[src/rtl/clock_monitor_pkg.sv]
// Shared types and constants for the clock health monitor.
package clock_monitor_pkg;

  localparam int unsigned SYNC_STAGES = 2;
  localparam int unsigned FAULT_W     = 8;

  typedef enum logic [2:0] {
    StWaitLock,
    StSettle,
    StMeasure,
    StCheck,
    StResetDcm
  } mon_state_t;

endpackage

[src/rtl/sync_edge_detect.sv]
// Multi-flop synchronizer for an asynchronous level. With EDGE_OUT set the output is the
// XOR of the synchronized level against a delayed copy (any-polarity transition strobe);
// otherwise the synchronized level itself is presented.
module sync_edge_detect
  import clock_monitor_pkg::*;
#(
  parameter bit EDGE_OUT = 1'b1
) (
  input  logic i_clk,
  input  logic i_rst,
  input  logic i_async,
  output logic o_out
);

  logic [SYNC_STAGES-1:0] r_sync;
  logic                   r_prev;
  logic                   w_sync;

  assign w_sync = r_sync[SYNC_STAGES-1];

  // Synchronizer chain plus edge reference register.
  always_ff @(posedge i_clk or posedge i_rst) begin
    if (i_rst) begin
      r_sync <= '0;
      r_prev <= 1'b0;
    end else begin
      r_sync <= {r_sync[SYNC_STAGES-2:0], i_async};
      r_prev <= w_sync;
    end
  end

  assign o_out = EDGE_OUT ? (w_sync ^ r_prev) : w_sync;

endmodule

[src/rtl/clock_health_monitor.sv]
// Measures monitored-clock activity (via a toggle flop) over fixed gate windows, flags
// out-of-range windows and requests a DCM reset after MAX_BAD consecutive bad windows.
module clock_health_monitor
  import clock_monitor_pkg::*;
#(
  parameter int unsigned WINDOW_CYCLES = 1000,
  parameter int unsigned EXPECT_MIN    = 180,
  parameter int unsigned EXPECT_MAX    = 220,
  parameter int unsigned SETTLE_CYCLES = 256,
  parameter int unsigned RESET_PULSE   = 10,
  parameter int unsigned MAX_BAD       = 3,   // must fit in 8 bits
  parameter int unsigned CNT_W         = 16
) (
  input  logic               input_clk,
  input  logic               reset,
  input  logic               monitor_toggle,
  input  logic               dcm_locked,
  output logic               dcm_reset_req,
  output logic               clock_ok,
  output logic [CNT_W-1:0]   edge_count,
  output logic               count_valid,
  output logic [FAULT_W-1:0] fault_count,
  output logic               fault_sticky
);

  localparam logic [CNT_W-1:0]   WinLoad    = CNT_W'(WINDOW_CYCLES - 1);
  localparam logic [CNT_W-1:0]   SettleLoad = CNT_W'(SETTLE_CYCLES - 1);
  localparam logic [CNT_W-1:0]   PulseLoad  = CNT_W'(RESET_PULSE - 1);
  localparam logic [CNT_W-1:0]   MinVal     = CNT_W'(EXPECT_MIN);
  localparam logic [CNT_W-1:0]   MaxVal     = CNT_W'(EXPECT_MAX);
  localparam logic [CNT_W-1:0]   CntOne     = CNT_W'(1);
  localparam logic [FAULT_W-1:0] FaultOne   = FAULT_W'(1);
  localparam logic [7:0]         BadLimit   = 8'(MAX_BAD);

  logic               w_edge;
  logic               w_lock;

  mon_state_t         r_state,  w_state_nxt;
  logic [CNT_W-1:0]   r_timer,  w_timer_nxt;
  logic [CNT_W-1:0]   r_cnt,    w_cnt_nxt;
  logic [7:0]         r_bad,    w_bad_nxt;
  logic [7:0]         w_bad_inc;
  logic [CNT_W-1:0]   r_ecnt,   w_ecnt_nxt;
  logic               r_valid,  w_valid_nxt;
  logic               r_ok,     w_ok_nxt;
  logic               r_req,    w_req_nxt;
  logic [FAULT_W-1:0] r_fault,  w_fault_nxt;
  logic               r_sticky, w_sticky_nxt;
  logic               w_in_range;

  sync_edge_detect #(
    .EDGE_OUT (1'b1)
  ) u_toggle_sync (
    .i_clk   (input_clk),
    .i_rst   (reset),
    .i_async (monitor_toggle),
    .o_out   (w_edge)
  );

  sync_edge_detect #(
    .EDGE_OUT (1'b0)
  ) u_lock_sync (
    .i_clk   (input_clk),
    .i_rst   (reset),
    .i_async (dcm_locked),
    .o_out   (w_lock)
  );

  assign w_bad_inc  = r_bad + 8'd1;
  assign w_in_range = (r_cnt >= MinVal) && (r_cnt <= MaxVal);

  // Next-state and registered-output logic for the supervision FSM.
  always_comb begin
    w_state_nxt  = r_state;
    w_timer_nxt  = r_timer;
    w_cnt_nxt    = r_cnt;
    w_bad_nxt    = r_bad;
    w_ecnt_nxt   = r_ecnt;
    w_valid_nxt  = 1'b0;
    w_ok_nxt     = r_ok;
    w_req_nxt    = r_req;
    w_fault_nxt  = r_fault;
    w_sticky_nxt = r_sticky;

    unique case (r_state)
      StWaitLock: begin
        w_ok_nxt = 1'b0;
        if (w_lock) begin
          w_timer_nxt = SettleLoad;
          w_state_nxt = StSettle;
        end
      end
      StSettle: begin
        if (!w_lock) begin
          w_ok_nxt    = 1'b0;
          w_state_nxt = StWaitLock;
        end else if (r_timer == '0) begin
          w_cnt_nxt   = '0;
          w_timer_nxt = WinLoad;
          w_state_nxt = StMeasure;
        end else begin
          w_timer_nxt = r_timer - CntOne;
        end
      end
      StMeasure: begin
        if (!w_lock) begin
          // Partial window is dropped; edge_count and bad counter keep their values.
          w_ok_nxt    = 1'b0;
          w_state_nxt = StWaitLock;
        end else begin
          if (w_edge && (r_cnt != '1)) begin
            w_cnt_nxt = r_cnt + CntOne;
          end
          if (r_timer == '0) begin
            w_state_nxt = StCheck;
          end else begin
            w_timer_nxt = r_timer - CntOne;
          end
        end
      end
      StCheck: begin
        if (!w_lock) begin
          w_ok_nxt    = 1'b0;
          w_state_nxt = StWaitLock;
        end else begin
          w_ecnt_nxt  = r_cnt;
          w_valid_nxt = 1'b1;
          w_cnt_nxt   = '0;
          w_timer_nxt = WinLoad;
          w_state_nxt = StMeasure;
          if (w_in_range) begin
            w_ok_nxt  = 1'b1;
            w_bad_nxt = '0;
          end else begin
            w_ok_nxt  = 1'b0;
            w_bad_nxt = w_bad_inc;
            if (w_bad_inc >= BadLimit) begin
              w_timer_nxt  = PulseLoad;
              w_req_nxt    = 1'b1;
              w_sticky_nxt = 1'b1;
              w_state_nxt  = StResetDcm;
              if (r_fault != '1) begin
                w_fault_nxt = r_fault + FaultOne;
              end
            end
          end
        end
      end
      StResetDcm: begin
        // Lock status is deliberately ignored until the pulse completes.
        if (r_timer == '0) begin
          w_req_nxt   = 1'b0;
          w_bad_nxt   = '0;
          w_state_nxt = StWaitLock;
        end else begin
          w_timer_nxt = r_timer - CntOne;
        end
      end
      default: begin
        w_state_nxt = StWaitLock;
      end
    endcase
  end

  // State and output registers; reset aborts any window or pulse immediately.
  always_ff @(posedge input_clk or posedge reset) begin
    if (reset) begin
      r_state  <= StWaitLock;
      r_timer  <= '0;
      r_cnt    <= '0;
      r_bad    <= '0;
      r_ecnt   <= '0;
      r_valid  <= 1'b0;
      r_ok     <= 1'b0;
      r_req    <= 1'b0;
      r_fault  <= '0;
      r_sticky <= 1'b0;
    end else begin
      r_state  <= w_state_nxt;
      r_timer  <= w_timer_nxt;
      r_cnt    <= w_cnt_nxt;
      r_bad    <= w_bad_nxt;
      r_ecnt   <= w_ecnt_nxt;
      r_valid  <= w_valid_nxt;
      r_ok     <= w_ok_nxt;
      r_req    <= w_req_nxt;
      r_fault  <= w_fault_nxt;
      r_sticky <= w_sticky_nxt;
    end
  end

  assign dcm_reset_req = r_req;
  assign clock_ok      = r_ok;
  assign edge_count    = r_ecnt;
  assign count_valid   = r_valid;
  assign fault_count   = r_fault;
  assign fault_sticky  = r_sticky;

endmodule

[config.mk]
export PLATFORM = sky130hd
export DESIGN_NAME = clock_health_monitor
export DESIGN_NICKNAME = d
export VERILOG_FILES = /design/src/rtl/clock_monitor_pkg.sv /design/src/rtl/sync_edge_detect.sv /design/src/rtl/clock_health_monitor.sv
export SDC_FILE = /design/constraint.sdc
export NUM_CORES = 1
export LEC_CHECK = 0
export BUFFER_PORTS_ARGS = -buffer_cell sky130_fd_sc_hd__buf_2
export CAP_MARGIN = 20
export CORE_ASPECT_RATIO = 1.4
export CORE_MARGIN = 2
export CORE_UTILIZATION = 60
export CTS_CLUSTER_SIZE = 24
export DETAILED_ROUTE_END_ITERATION = 7
export GPL_TIMING_DRIVEN = 1
export HOLD_SLACK_MARGIN = 0.02
export PLACE_DENSITY = 0.92
export SLEW_MARGIN = 10
export SYNTH_ARGS = -nofsm -noshare
export SYNTH_HDL_FRONTEND = slang
export SYNTH_SLANG_ARGS = --single-unit
[constraint.sdc]
create_clock -name input_clk -period 4.15 [get_ports input_clk]
set_input_delay 0.6225 -clock input_clk [delete_from_list [all_inputs] [get_ports input_clk]]
set_output_delay 0.6225 -clock input_clk [all_outputs]
set_load 0.02 [all_outputs]
# Word level (Yosys, flattened, before mapping)
# Cells that the tools add are included.
# totals
ff_bits	76
word_cells	98
output_inout_bits	28
input_bits	4
# op_classes
n_reduce_logical	18
n_addsub	4
mux	40
magnitude_cmp	3
bitwise	2
eq_ne	18
# op_table
op	count
16-bit two-way mux	11
16-bit case mux with 5 select lines	1
16-bit case mux with 3 select lines	1
3-bit two-way mux	9
8-bit two-way mux	3
10-bit two-way mux	2
16-bit by 1-bit adder with 16-bit output, second input constant	1
8-bit by 1-bit adder with 8-bit output, second input constant	2
16-bit by 8-bit greater-or-equal comparator with 1-bit output, second input constant	1
16-bit by 8-bit <= comparator with 1-bit output, second input constant	1
16-bit zero test	1
16-bit inequality test, second input constant	1
8-bit case mux with 2 select lines	1
16-bit by 1-bit subtractor with 16-bit output, second input constant	1
3-bit case mux with 5 select lines	1
5-bit AND reduction	3
2-bit inequality test, second input constant	6
1-bit two-way mux	9
8-bit by 2-bit greater-or-equal comparator with 1-bit output, second input constant	1
2-bit by 1-bit inequality test with 1-bit output, second input constant	4
8-bit inequality test, second input constant	1
4-bit AND reduction	2
3-bit by 2-bit equality test with 1-bit output, second input constant	2
3-bit inequality test, second input constant	2
other kinds (15)	18

# Logic depth before layout (Yosys ltp)
# Gate-level depths: netlist of the first run.
# depth
ltp_word	6
ltp_mapped	10
depth_no_buf	8

# Hierarchy
# A second synthesis of the first run with hierarchy kept.
# unflattened
hier_cells	440
hier_area_um2	4030.1
# modules_own_cells
module	area_each_um2	n_inst	cells_per_inst
clock_health_monitor	3888.7	1	432
sync_edge_detect at u_toggle_sync	87.6	1	5
sync_edge_detect at u_lock_sync	53.8	1	3

# Least setup slack after synthesis of the first run
# Ideal clock, no wire load.
# synth_timing
kind	input -> register
start	input port r_timer[0]
end	register r_cnt[10]
path_buffers	1
slack_ps	1983
path_stages	10
arrival_ps	2089
required_ps	4072
path_cell_list	dfrtp_1 inv_1 ha_1 nor4b_4 nand4_2 buf_6 a21oi_4 nand3_4 or4_1 a21oi_1
# synth_via
elab_chain_cells	3
# synth_rtl
item	line	source
from (decl)	clock_health_monitor.sv:39	logic [CNT_W-1:0] r_timer, w_timer_nxt;
16-bit zero test	clock_health_monitor.sv:97	end else if (r_timer == '0) begin
2-bit inequality test (no line)	--	
6-bit AND reduction (no line)	--	
to (signal assigned)	clock_health_monitor.sv:181	r_cnt <= w_cnt_nxt;
to (decl)	clock_health_monitor.sv:40	logic [CNT_W-1:0] r_cnt, w_cnt_nxt;
# No other way between the ends.
# A chain may end at the register's enable or synchronous reset.

# Worst setup path in the final report of the first run
# layout_timing
start	input port r_timer[0]
end	register r_timer[10]
# layout_via
elab_chain_cells	4
# layout_rtl
item	line	source
16-bit by 1-bit subtractor with 16-bit output / 16-bit zero test (equally long branches)	--	
16-bit two-way mux (on tied branches)	clock_health_monitor.sv:114, clock_health_monitor.sv:151, clock_health_monitor.sv:97	
16-bit two-way mux (on tied branches)	clock_health_monitor.sv:106, clock_health_monitor.sv:94	
16-bit case mux with 5 select lines (*)	clock_health_monitor.sv:85	unique case (r_state)
# Every way passes the cells marked *; elsewhere a longest branch is shown, timed or not. The select of a mux whose other input is x is not followed.

==> results of run 1 <==
-- critical path, delay by kind of cell, from the launching register on --
family / cells / cell delay, ps
compound gates: 2 / 910
fa+ha+maj: 1 / 210
buf+inv: 1 / 80
flops: 1 / 420
simple gates: 4 / 1190
-- final timing paths --
check | start | to | slack (ps)
max | r_timer[0] | r_timer[10] | 1210
min | u_toggle_sync.r_sync[0] | u_toggle_sync.r_sync[1] | 350
max reg2reg | r_timer[0] | r_timer[10] | 1210
min reg2reg | u_toggle_sync.r_sync[0] | u_toggle_sync.r_sync[1] | 350
max in group asynchronous | reset | r_cnt[5] | 2730
min in group asynchronous | reset | fault_count[0] | 440
-- per-stage QoR --
step	utilization (%)	setup slack (ps)	area, sq um	hold WS, ps	total power [mW]
floorplan	-	1590	4020	331	0.820
global placement	64.5	1460	4210	333	0.834
detailed placement	64.5	1290	4210	337	0.837
CTS	68.0	1240	4430	351	1.46
global route	68.0	961	4430	357	1.51
finish	68.0	1210	4430	351	1.46
-- registers in the layout, summed over array words and instances (netlist names) --
name and count:
count_valid 1, u_toggle_sync.r_sync 2, u_lock_sync.r_sync 2, u_toggle_sync.r_prev 1
fault_sticky 1, r_timer 16, edge_count 16, dcm_reset_req 1
clock_ok 1, fault_count 8, r_cnt 16, r_state 3
r_bad 8
-- routing by layer --
layer  vias to the layer above  track usage [%]
met1                      1663             33.0
met3                        38             4.60
met5                         -                0
li1                       1574                -
met4                         0             15.0
met2                       145             43.1
-- cell type report --
class / instances / area, sq um / share of cell area (%)
sequential: 76 / 1900 / 42.9
timing repair buffer: 34 / 178 / 4.01
tap: 74 / 92.6 / 2.09
clock buffer: 9 / 124 / 2.79
multi-input combinational: 311 / 1980 / 44.6
inverter: 16 / 60.1 / 1.35
clock inverter: 7 / 98.8 / 2.23
-- synth_stat cells (all sizes together) (2+ instances only) --
cell type  number  area, sq um
nor3           12         70.1
or3             5         31.3
nor2b           3         18.8
and4            4         35.0
nand3          21          118
and3            4         25.0
or4b            2         20.0
buf             7         40.0
nor4            8         56.3
a21oi          25          144
inv            16         60.1
o211ai          2         15.0
nand2b          7         43.8
o41ai           2         25.0
mux2           18          203
nor2           37          139
or4             5         37.5
a22o            3         26.3
nand2          40          150
ha              6         75.1
a21o            3         22.5
dfrtp          76         1900
o31ai           6         45.0
xnor2          10         87.6
clkbuf          9         33.8
xor2            8         70.1
a31oi           2         12.5
nand4          12         81.3
a22oi           2         15.0
and2            3         18.8
o21ai          41          209
a211oi          5         42.5
-- cells by family after synthesis --
kind of cell / count (synthesis) / share of synthesized area (%)
xor gates and xnor gates: 18 / 3.93
adders and majority gates: 6 / 1.87
AOI/OAI and AO/OA: 98 / 15.4
muxes: 19 / 5.30
buffers and inverters: 32 / 3.33
DFF: 76 / 47.4
and+or+nand+nor: 170 / 22.8
-- where the power goes --
part / switching, mW / internal, mW
Clock: 0.293 / 0.342
Combinational: 0.0416 / 0.0167
Sequential: 0.0146 / 0.750
Total: 0.349 / 1.11
==> summary.md, run 1 <==
| Metric | Value |
|---|---|
| Worst path max stage delay | `830 ps` |
| First-pass GRT wire length | `roughly 15000 um` |
| CTS tree | `done` |
| DR WL/cell | `around 17 um` |
| Status | `finished, final reports clean` |
| DP Cell Count | `511` |
| Reg2reg path depth | `8` |
| Die area | `7370 sq um` |
| Maxcap violations | `0` |
| Cts hold-fix bufs | `0` |
| Congestion Overflow GR | `0` |
| Commonest non-fill, non-tap cells in the layout | `dfrtp_1, nand2_1, nor2_1` |
| Fmax achieved | `340 MHz` |
| NumNets Final | `~460` |
| Synth cell types | `60` |
| Slew @ Worst Pin | `948 ps` |
| Final min period | `a little under 3000 ps` |
| Number of global-route vias before repair | `3260` |
| Yosys warns | `0` |
| Worst-path clk slew | `80 ps` |
| Final worst-path cycle share | `70.8%` |
| CP Max Fanout | `12` |
| I/O Buffers | `31` |
| Synth Instances | `~420` |
| Setup TNS | `0 ps` |
| Syn Area/Cell | `approximately 9.6 sq um` |
| Hold depth | `0` |
| Post-CTS setup buffers | `0` |
| Global placer's final weighted congestion | `0.998` |
| Clock Path Buffers | `2` |
| RSZ-0062 raised after global routing | `false` |
| Final ANT Viol Nets | `0` |
| EDFF count, synth | `0` |
| Fin. Hold Viols | `0` |
| Net Count, Synth | `429` |
| Post-route insts no fill | `527` |
| Number of vias in the routed layout | `between 3000 and 4000` |
| DRC | `0` |
| Setup Viol. Count Final | `0` |
| GRT Total Usage | `a little over a quarter` |
| CTS root buf | `clkbuf_8` |
| Required time of the critical path | `4390 ps` |
| Clock Sinks | `76` |
| Class of the worst hold path | `reg -> reg` |
| Largest net degree at the start of global routing | `44` |
| Worst slew margin | `36.6%` |
| Initial Util | `between 60% and 70%` |
| Seq/Total Area, Yosys | `47.4%` |
| Htree depth | `3` |
| CTS Buf Count | `9` |
| P per Cell Area | `329 nW/um^2` |
| Antenna violations before repair | `0` |
| WL met2 | `4640 um` |
| Worst VDD drop | `approximately 270 uV` |
| Fin. max-slew vios | `0` |
| Synth Flop Type | `dfrtp_1` |
| Routed WL | `8860 um` |
| Initial DRC Count | `244` |
| #FFs+latches synth | `76` |
| Most common cell after layout, fill and taps aside | `dfrtp_1` |
| M1 WL | `3420 um` |
| Post-Syn Area | `about 4000 sq um` |
| Critical path capture point type | `flip-flop` |
| Chip height | `101 um` |
| Worst-Skew Late Latency | `370 ps` |
| Critical Path AT | `between 3000 and 4000 ps` |
| Final HPWL DP | `6210 um` |
| Crit-path slowest cell | `a22oi_1` |
| DRT Pass-1 Iters | `5` |
| Resized Gates After CTS | `0` |
| Filler Cell Count | `455` |
| Diodes inserted | `0` |
| Top-level I/O count | `32` |
| Fraction of layout cells with a size suffix above 1 | `between 10% and 20%` |
| Asr flop ratio synth | `100%` |
| Critical path class | `reg -> reg` |
| Cell Rows | `35` |
| Leakage | `2.03 nW` |
| Critical path launch point type | `flip-flop` |
| Core Box Area | `around 6500 sq um` |
| Die Wd | `73.1 um` |
| Via density per instance | `6.49` |
| Top layer in use | `met4` |
| Layout area overhead | `10.4%` |
| Worst Clk Skew | `about 13 ps` |
| WL met3 | `489 um` |
| Critical path, cell by cell | `inv_1, ha_1, nor4b_4, nand4_2, a22oi_1, nor2_1, nand2_1, o21ai_0` |
Note: power is estimated with default switching activity, not from simulation.
==> run 2, diff against run 1 <==
==> constraint.sdc (replaced) <==
create_clock -name input_clk -period 2.8 [get_ports input_clk]
set_input_delay 0.42 -clock input_clk [delete_from_list [all_inputs] [get_ports input_clk]]
set_output_delay 0.42 -clock input_clk [all_outputs]
set_load 0.02 [all_outputs]
==> run 2 against run 1 <==
Against the previous run: register-to-register slack got worse by 950 ps; sequential share of layout area is 0.44 points lower; global-route usage rose by 0.48 points; largest cell class unchanged.
==> summary.md, run 2 (same netlist as run 1, synthesis figures left out) <==
| Metric | Value |
|---|---|
| Multi-input logic area | `~2000 sq um` |
| Top-level I/O count | `32` |
| Worst-Skew Late Latency | `360 ps` |
| Cell Area, Placed | `4250 sq um` |
| Final worst-path cycle share | `around 91%` |
| Global placer's final weighted congestion | `0.908` |
| Filler Cell Count | `approximately 450` |
| Fmax achieved | `394 MHz` |
| CTS tree | `done` |
| Initial Util | `61.5%` |
| Final ANT Viol Nets | `0` |
| Finished Cell Area | `~4500 sq um` |
| Most common cell after layout, fill and taps aside | `dfrtp_1` |
| First-pass GRT wire length | `around 15000 um` |
| Htree depth | `3` |
| CTS Buf Count | `9` |
| GRT Total Usage | `a little over a quarter` |
| RSZ-0062 raised after global routing | `false` |
| NumNets Final | `approximately 460` |
| Post-CTS setup buffers | `0` |
| Fin. max-slew vios | `0` |
| Storage element area | `1900 sq um` |
| Clock Path Buffers | `2` |
| Routed WL | `9150 um` |
| Setup TNS | `0 ps` |
| Resized Gates After CTS | `0` |
| Initial DRC Count | `328` |
| Layout area overhead | `11.6%` |
| Congestion Overflow GR | `0` |
| Required time of the critical path | `about 3100 ps` |
| Final min period | `2540 ps` |
| Critical path launch point type | `flip-flop` |
| DRC | `0` |
| Class of the worst hold path | `in -> async` |
| Worst-path clk slew | `80 ps` |
| Die Wd | `73.1 um` |
| Diodes inserted | `0` |
| DR WL/cell | `17.2 um` |
| Largest net degree at the start of global routing | `50` |
| Worst slew margin | `54.1%` |
| DRT Pass-1 Iters | `5` |
| Worst VDD drop | `444 uV` |
| Commonest non-fill, non-tap cells in the layout | `dfrtp_1, nand2_1, nor2_1` |
| Antenna violations before repair | `0` |
| P per Cell Area | `484 nW/um^2` |
| Clock Sinks | `76` |
| Place WS | `between 400 and 500 ps` |
| Critical Path AT | `2830 ps` |
| Leakage | `between 2 and 2.5 nW` |
| Final HPWL DP | `6240 um` |
| CP Max Fanout | `9` |
| Fin. Hold Viols | `0` |
| Setup WS post-layout | `261 ps` |
| Worst Clk Skew | `roughly 13 ps` |
| CTS root buf | `clkbuf_8` |
| Maxcap violations | `0` |
| Setup Viol. Count Final | `0` |
| Critical path capture point type | `flip-flop` |
| Cell Rows | `35` |
| Status | `finished, final reports clean` |
| Number of global-route vias before repair | `~3300` |
| Die area | `7370 sq um` |
| Cts hold-fix bufs | `0` |
| Core Box Area | `6530 sq um` |
| Utilization after layout | `between 60 and 70%` |
| Number of vias in the routed layout | `3411` |
| Fraction of layout cells with a size suffix above 1 | `~18%` |
| Critical path class | `reg -> reg` |
| Chip height | `roughly 100 um` |
| Slew @ Worst Pin | `683 ps` |
| Pwr Total | `2.17 mW` |
| I/O Buffers | `31` |
| Via density per instance | `6.42` |
run 2: cell types whose count changed in the layout (fill, tap and decap cells not counted), sizes merged:
cell    delta
buf        +4
inv        -2
clkbuf     +2
run 2: through the flow:
step | instances | hold WS, ps
2_1_floorplan | 419 | 331
3_3_place_gp | 515 | 335
3_5_place_dp | 515 | 343
4_1_cts | 531 | 141
5_1_grt | 531 | 151
6_report | 531 | 118
run 2: worst paths after layout:
| check | slack, ps | startpoint | depth (start not counted) | end |
|---|---|---|---|---|
| setup / recovery | 260 | r_timer[0] | 8 | r_cnt[11] |
| hold / removal | 120 | reset | 2 | r_bad[6] |
| setup reg to reg | 260 | r_timer[0] | 8 | r_cnt[11] |
| hold reg to reg | 360 | u_lock_sync.r_sync[0] | 0 | u_lock_sync.r_sync[1] |
| max in group asynchronous | 2010 | reset | 3 | r_cnt[13] |
| min in group input_clk | 170 | monitor_toggle | 1 | u_toggle_sync.r_sync[0] |
run 2: routing by layer:
layer	global-route usage (%)	routed length, um
met5	0	0
met4	14.7	314
met3	7.00	424
met2	44.5	4760
met1	31.7	3650
run 2: worst max-delay path, cell delays in order, from the launching register on:
cell and delay [ps]:
dfrtp_1 420, inv_1 70, ha_1 200, nor4b_4 310, nand4_2 260, a211oi_2 350
nand2_1 260, or4b_1 520, o21ai_1 80
run 2: final cells by class:
class,count,area share (%)
Clock buffer,11,3.16
Clock inverter,5,1.90
Inverter,16,1.34
Multi-Input combinational cell,311,44.2
Sequential cell,76,42.4
Tap cell,74,2.07
Timing Repair Buffer,38,4.91
run 2: where the power goes:
group          switching, mW  leakage, nW  internal [mW]
sequential            0.0216         1.02           1.11
combinational         0.0603        0.928         0.0282
clock                  0.419        0.110          0.529
total                  0.501         2.05           1.67
